<file path="src/rtl/cond_unit.sv">
// Execute-stage condition evaluation, NZCV/sticky-Q status register and MRS/MSR word.
// Defining COND_QCOUNT_EN adds a saturating saturation-event counter (QCount/QCountClr).
module cond_unit #(
  parameter int QCNT_W = 16
) (
  input  logic              clk,
  input  logic              reset,
  input  logic              ValidE,
  input  logic              StallE,
  input  logic              FlushE,
  input  logic [3:0]        CondE,
  input  logic [1:0]        FlagWriteE,
  input  logic              QWriteE,
  input  logic              PsrWriteE,
  input  logic [31:0]       PsrWdata,
  input  logic [4:0]        ALUFlags,
  output logic              CondExE,
  output logic              CommitE,
  output logic              CondExM,
  output logic [3:0]        Flags,
  output logic              QFlag,
  output logic [31:0]       PsrRdata
`ifdef COND_QCOUNT_EN
  ,
  output logic [QCNT_W-1:0] QCount,
  input  logic              QCountClr
`endif
);

  logic [3:0] flags_q, flags_d;
  logic       q_flag_q, q_flag_d;
  logic       cond_ex_m_q, cond_ex_m_d;
  logic       n, z, c, v;
  logic       cond_ex;

  assign {n, z, c, v} = flags_q;

  // Decode reads only the architectural flags; a CMP in cycle t is visible at t+1.
  always_comb begin
    cond_ex = 1'b0;
    case (CondE)
      4'b0000: cond_ex = z;
      4'b0001: cond_ex = ~z;
      4'b0010: cond_ex = c;
      4'b0011: cond_ex = ~c;
      4'b0100: cond_ex = n;
      4'b0101: cond_ex = ~n;
      4'b0110: cond_ex = v;
      4'b0111: cond_ex = ~v;
      4'b1000: cond_ex = c & ~z;
      4'b1001: cond_ex = ~c | z;
      4'b1010: cond_ex = (n == v);
      4'b1011: cond_ex = (n != v);
      4'b1100: cond_ex = ~z & (n == v);
      4'b1101: cond_ex = z | (n != v);
      default: cond_ex = 1'b1;
    endcase
  end

  assign CondExE = cond_ex;
  assign CommitE = ValidE & cond_ex & ~StallE & ~FlushE;

  always_comb begin
    flags_d  = flags_q;
    q_flag_d = q_flag_q;
    if (CommitE) begin
      if (PsrWriteE) begin
        flags_d  = PsrWdata[31:28];
        q_flag_d = PsrWdata[27];
      end else begin
        if (FlagWriteE[1]) flags_d[3:2] = ALUFlags[4:3];
        if (FlagWriteE[0]) flags_d[1:0] = ALUFlags[2:1];
        if (QWriteE && ALUFlags[0]) q_flag_d = 1'b1;
      end
    end
  end

  // CommitE is already low on a flush, so only the stall needs a hold path.
  assign cond_ex_m_d = StallE ? cond_ex_m_q : CommitE;

  always_ff @(posedge clk or negedge reset) begin
    if (!reset) begin
      flags_q     <= 4'b0000;
      q_flag_q    <= 1'b0;
      cond_ex_m_q <= 1'b0;
    end else begin
      flags_q     <= flags_d;
      q_flag_q    <= q_flag_d;
      cond_ex_m_q <= cond_ex_m_d;
    end
  end

  assign Flags    = flags_q;
  assign QFlag    = q_flag_q;
  assign CondExM  = cond_ex_m_q;
  assign PsrRdata = {flags_q, q_flag_q, 27'b0};

  logic unused_psr_bits;
  assign unused_psr_bits = ^PsrWdata[26:0];

`ifdef COND_QCOUNT_EN
  logic [QCNT_W-1:0] qcount_q, qcount_d;
  logic              q_evt;

  assign q_evt = CommitE & ~PsrWriteE & QWriteE & ALUFlags[0];

  always_comb begin
    qcount_d = qcount_q;
    if (QCountClr)
      qcount_d = '0;
    else if (q_evt && !(&qcount_q))
      qcount_d = qcount_q + 1'b1;
  end

  always_ff @(posedge clk or negedge reset) begin
    if (!reset) qcount_q <= '0;
    else        qcount_q <= qcount_d;
  end

  assign QCount = qcount_q;
`else
  logic [QCNT_W-1:0] unused_qcnt_w;
  assign unused_qcnt_w = '0;
`endif

endmodule
</file>
<file path="config.mk">
export PLATFORM = sky130hd
export DESIGN_NAME = cond_unit
export DESIGN_NICKNAME = d
export VERILOG_FILES = /design/src/rtl/cond_unit.sv
export SDC_FILE = /design/constraint.sdc
export NUM_CORES = 1
export LEC_CHECK = 0
export CAP_MARGIN = 20
export CORE_AREA = 2 2 47 49
export DETAILED_ROUTE_END_ITERATION = 6
export DIE_AREA = 0 0 49 51
export DONT_BUFFER_PORTS = 1
export PLACE_DENSITY = 0.56
export SLEW_MARGIN = 20
export SYNTH_ARGS = -nofsm -noshare
export SYNTH_HDL_FRONTEND = slang
export SYNTH_SLANG_ARGS = --single-unit
</file>
<file path="constraint.sdc">
create_clock -name clk -period 2.25 [get_ports clk]
set_clock_uncertainty 0.05 [all_clocks]
set_input_delay 0.45 -clock clk [delete_from_list [all_inputs] [get_ports clk]]
set_output_delay 0.45 -clock clk [all_outputs]
set_load 0.03 [all_outputs]
</file>
# ---- After elaboration in Yosys (flattened, before gate mapping)
# Cells that the tools add are included.
dict set report op_classes {
  n_eq_ne 15
  n_mux 6
  n_bitwise 13
  reduce_logical 8
}
# operator count
set ops {}
lappend ops {{4-bit equality test, second input constant} 6}
lappend ops {{4-bit by 3-bit equality test with 1-bit output, second input constant} 4}
lappend ops {{1-bit case mux with 14 select lines} 1}
lappend ops {{4-bit by 2-bit equality test with 1-bit output, second input constant} 2}
lappend ops {{1-bit NOT} 6}
lappend ops {{2-bit AND reduction} 3}
lappend ops {{2-bit nonzero test} 3}
lappend ops {{1-bit AND} 5}
lappend ops {{4-bit by 1-bit equality test with 1-bit output, second input constant} 1}
lappend ops {{4-bit zero test} 1}
lappend ops {{2-bit 2-to-1 mux} 2}
lappend ops {{4-bit 2-to-1 mux} 1}
lappend ops {{1-bit 2-to-1 mux} 2}
lappend ops {{1-bit OR} 2}
lappend ops {{1-bit equality test} 1}
lappend ops {{1-bit logical AND} 1}
lappend ops {{1-bit != test} 1}
dict set report totals {
  inputBits 50
  reg_bits 6
}

# ---- Longest topological paths before layout
dict set report depth {
  ltp_word 7
  ltp_mapped 6
}

# ---- Least setup slack after synthesis
# No wires, ideal clock.
dict set report synth_path {
  path_type {input to output}
  from {in CondE[2]}
  to {out CondExE}
  stages 5
  required_ns 1.750
  arrival_ns 1.802
  path_buffers 1
  slack_ns -0.052
  path_cell_list {buf_6 -> mux2_4 -> a22oi_4 -> a31oi_4 -> or3_2}
}
dict set report synth_between {
  elab_chain_cells 2
}
# element line_no
set synth_lines {}
lappend synth_lines {{from (decl)} 11} ;# input logic [3:0] CondE,
lappend synth_lines {{4-bit equality test (tied with other cells)} 41} ;# case (CondE)
lappend synth_lines {{1-bit case mux with 14 select lines (*)} 41}
lappend synth_lines {{to (decl)} 17} ;# output logic CondExE,
# Every way passes the cells marked *; elsewhere a longest branch is shown, timed or not.

# ---- Worst setup path in the final report
dict set report layout_path {
  from {reg flags_q[0], in the netlist Flags[0]}
  to {out CondExE}
}
dict set report layout_between {
  elab_chain_cells 3
}
# element line_no
set layout_lines {}
lappend layout_lines {{from (decl)} 30} ;# logic [3:0] flags_q, flags_d;
lappend layout_lines {{from (signal assigned)} 87} ;# flags_q <= flags_d;
lappend layout_lines {{1-bit != test or 1-bit equality test (tied branches)} --}
lappend layout_lines {{1-bit OR or 1-bit AND (tied branches)} {55, 54}}
lappend layout_lines {{1-bit case mux with 14 select lines (*)} 41}
# Marked as above.

==> metrics.md <==
| Metric | Value |
|---|---|
| Outcome | finished clean |
| Clock share of power | 9.2% |
| Worst Path Max Fanout | 6 |
| Final net count | between 100 and 150 |
| Number of global-route vias before repair | 510 |
| Tcrit/Tclk final | between 90% and 100% |
| Core area | 2060 µm² |
| F_max | 447 MHz |
| Net Sw Frac | around 52% |
| Power Dens Cells | about 1200 nW/µm² |
| CP arrival | between 1.5 and 2 ns |
| Setup WS pre-CTS | between 0.1 and 0.15 ns |
| Register share of total power | between 20% and 30% |
| Post-Route WL | around 1500 µm |
| Power Internal | 489 µW |
| Critical Path RT | between 1.5 and 2 ns |
| Chip Width | between 40 and 50 µm |
| PortBufs | 0 |
| CTS buffer count | 3 |
| Largest net degree at the start of global routing | 10 |
| Synth unique cells | 30 |
| DR DRC count | 0 |
| Crit path max-delay family | flip-flops |
| Area contributors post-synth | buf_4 (28%), dfrtp_1 (17%), mux2_4 (10%) |
| Minimum clock period | 2.24 ns |
| Clock Path Buffers | 2 |
| Critical path type | flip-flop to output port |
| Global-route wire length before repair | ~2400 µm |
| Largest area contributor in the netlist | buf_4 |
| Synth Instances | 90 |
| CP startpoint kind | flip-flop |
| Starting Density | a little over two fifths |
| Die H | 51 µm |
| Hold WS | 0.278 ns |
| Synth async-reset ratio | 100% |
| Final WS setup | between 0.01 and 0.015 ns |
| TritonRoute pass-1 iters | 4 |
| Psw | roughly 540 µW |
| Area Overhead vs Synth | 1.45% |
| GP Congestion | 0.759 |
| Die area | between 2000 and 2500 µm² |
| Vias | between 500 and 600 |
| Maximum VDD drop | ~0.00054 V |
| Worst rel slew slack | between 60 and 70% |
| CP Cell Sequence | mux2_4 -> a22oi_4 -> a31oi_4 -> or3_4 |
| Synthesized area per cell | a little under 10 µm² |
| HPWL Detailed | roughly 1300 µm |
| Prevailing post-synth register cell | dfrtp_1 |
| Clock Latency Late Sink | 0.24 ns |
| Max_cap viols | 0 |
| Initial antenna violation count | 0 |
| Worst Tran Pin Value | roughly 0.59 ns |
| Comb power frac | 64.3% |
| CP max stage delay | roughly 0.45 ns |
| Flops & latches, synth | 6 |
| Hold Fails Final Rpt | 0 |
| WP buf/inv | 0 |
| Post-synth EDFFs | 0 |
| Slowest-stage cell, CP | dfrtp_2 |
| Root buffer cell | clkbuf_4 |
| Cell Area, Synth | ~860 µm² |
| Sequential area share after synthesis | ~17% |
| Crit end category | output port |
| TritonCTS clock tree | yes |
| Unrepaired setup endpoints after global routing | yes |
| Iteration-0 DRC Markers | 6 |
| H-tree Lvls | 1 |
| Pins Over Slew Limit | 0 |
| # rows | 17 |
| IO Pins | 90 |
| Vias per inst | around 4.5 |
| Clock transition at path regs | about 0.040 ns |
| Synth top area share | 27.8% |
| Final Setup Violations | 0 |
| ANT cells | 0 |
| Sink Count | 6 |
| Leakage power | 0.433 nW |
| Routed WL per cell | around 12 µm |
| Share of cells above drive strength 1 | between 30% and 40% |
| Post-route ant nets | 0 |
| YS warnings | 0 |
| Worst min path class | input pin to flip-flop |
| Grt ovf | 0 |
| Gr usage total | around an eighth |
-- metrics by stage --
stage	TNS (ns)	instances	instance area, µm²	utilization (%)	power, mW
floorplan	0	116	966	-	0.832
global route	-0.0866	125	877	42.5	1.09
finish	0	125	877	42.5	1.03
CTS	0	124	862	41.8	1.02
global placement	0	118	806	39.1	0.888
detailed placement	0	118	806	39.1	0.897
-- synth_stat cells (2+ instances only) --
cell type,n
buf_4,32
dfrtp_1,6
inv_1,2
mux2_2,4
mux2_4,6
nand2_1,5
nor2_1,8
o21ai_0,2
o31ai_4,4
-- cells in the final DEF (no fill, tap or decap), drive strengths merged, types with 2 or more instances in the layout --
master and instances:
conb 27, inv 2, mux2 11, buf 11, o31ai 4, clkbuf 3, nand2 5, o21ai 2
nor2 8, dfrtp 6
-- final timing paths --
path,start,end,slack (ns),cells past startpoint
min in group asynchronous,reset,Flags[2]$_DFFE_PN0P_,0.46,1
min,StallE,CondExM$_DFFE_PN0N_,0.28,2
max in group asynchronous,reset,Flags[0]$_DFFE_PN0P_,1.46,1
max reg2reg,Flags[0]$_DFFE_PN0P_,Flags[3]$_DFFE_PN0P_,0.11,7
max,Flags[0]$_DFFE_PN0P_,CondExE,0.01,4
min reg2reg,CondExM$_DFFE_PN0N_,CondExM$_DFFE_PN0N_,0.63,2
-- power groups by stage --
stage / Sequential (mW) / Clock (mW) / Combinational, mW
floorplan: 0.311 / 0 / 0.521
global placement: 0.262 / 0 / 0.626
detailed placement: 0.261 / 0 / 0.636
CTS: 0.267 / 0.100 / 0.652
global route: 0.284 / 0.104 / 0.698
finish: 0.273 / 0.0951 / 0.662
-- registers in the layout, summed over array words and instances, names as in the netlist --
signal	count
Flags	4
CondExM	1
QFlag	1
-- routing by layer --
metal / wire length (µm) / share of wire, % / track usage, % / up-vias
met2: 817 / 53 / 22.8 / 29
li1: - / - / - / 266
met1: 581 / 38 / 14.0 / 263
met5: 0 / 0 / 0 / -
met3: 116 / 7.6 / 2.63 / 2
met4: 17 / 1.1 / 8.57 / 0
-- cells by family after synthesis --
| kind of cell | Yosys count | synth area share, % |
|---|---|---|
| muxes | 11 | 16.9 |
| DFF | 6 | 17.4 |
| AOI/OAI and AO/OA | 12 | 19.2 |
| other | 1 | 0.434 |
| buffers and inverters | 36 | 30.4 |
| and+or+nand+nor | 23 | 14.6 |
| xor gates and xnor gates | 1 | 1.01 |
-- worst register-to-register path, delay by kind of cell, from the launching register on --
family | cells | cell delay, ns
AO/OA/AOI/OAI | 3 | 0.62
flip-flops | 1 | 0.45
buffers and inverters | 2 | 0.29
multiplexers | 2 | 0.62
-- repair_timing --
item                                    in CTS  in global routing
resized for setup                            4                  1
endpoints found under the hold margin        6                  0
cloned                                       0                  0
endpoints found under the setup margin       2                  2
pin swaps                                    4                  1
hold buffers                                 1                  0
buffers inserted                             2                  1
-- cell type report --
type | instances | area (µm²)
clock buffer | 3 | 22.5
fill | 227 | 1190
inverter | 2 | 7.51
multi-input combinational | 74 | 567
sequential | 6 | 153
tap | 28 | 35.0
timing repair buffer | 12 | 92.6
Power figures use the tool's default switching activity.
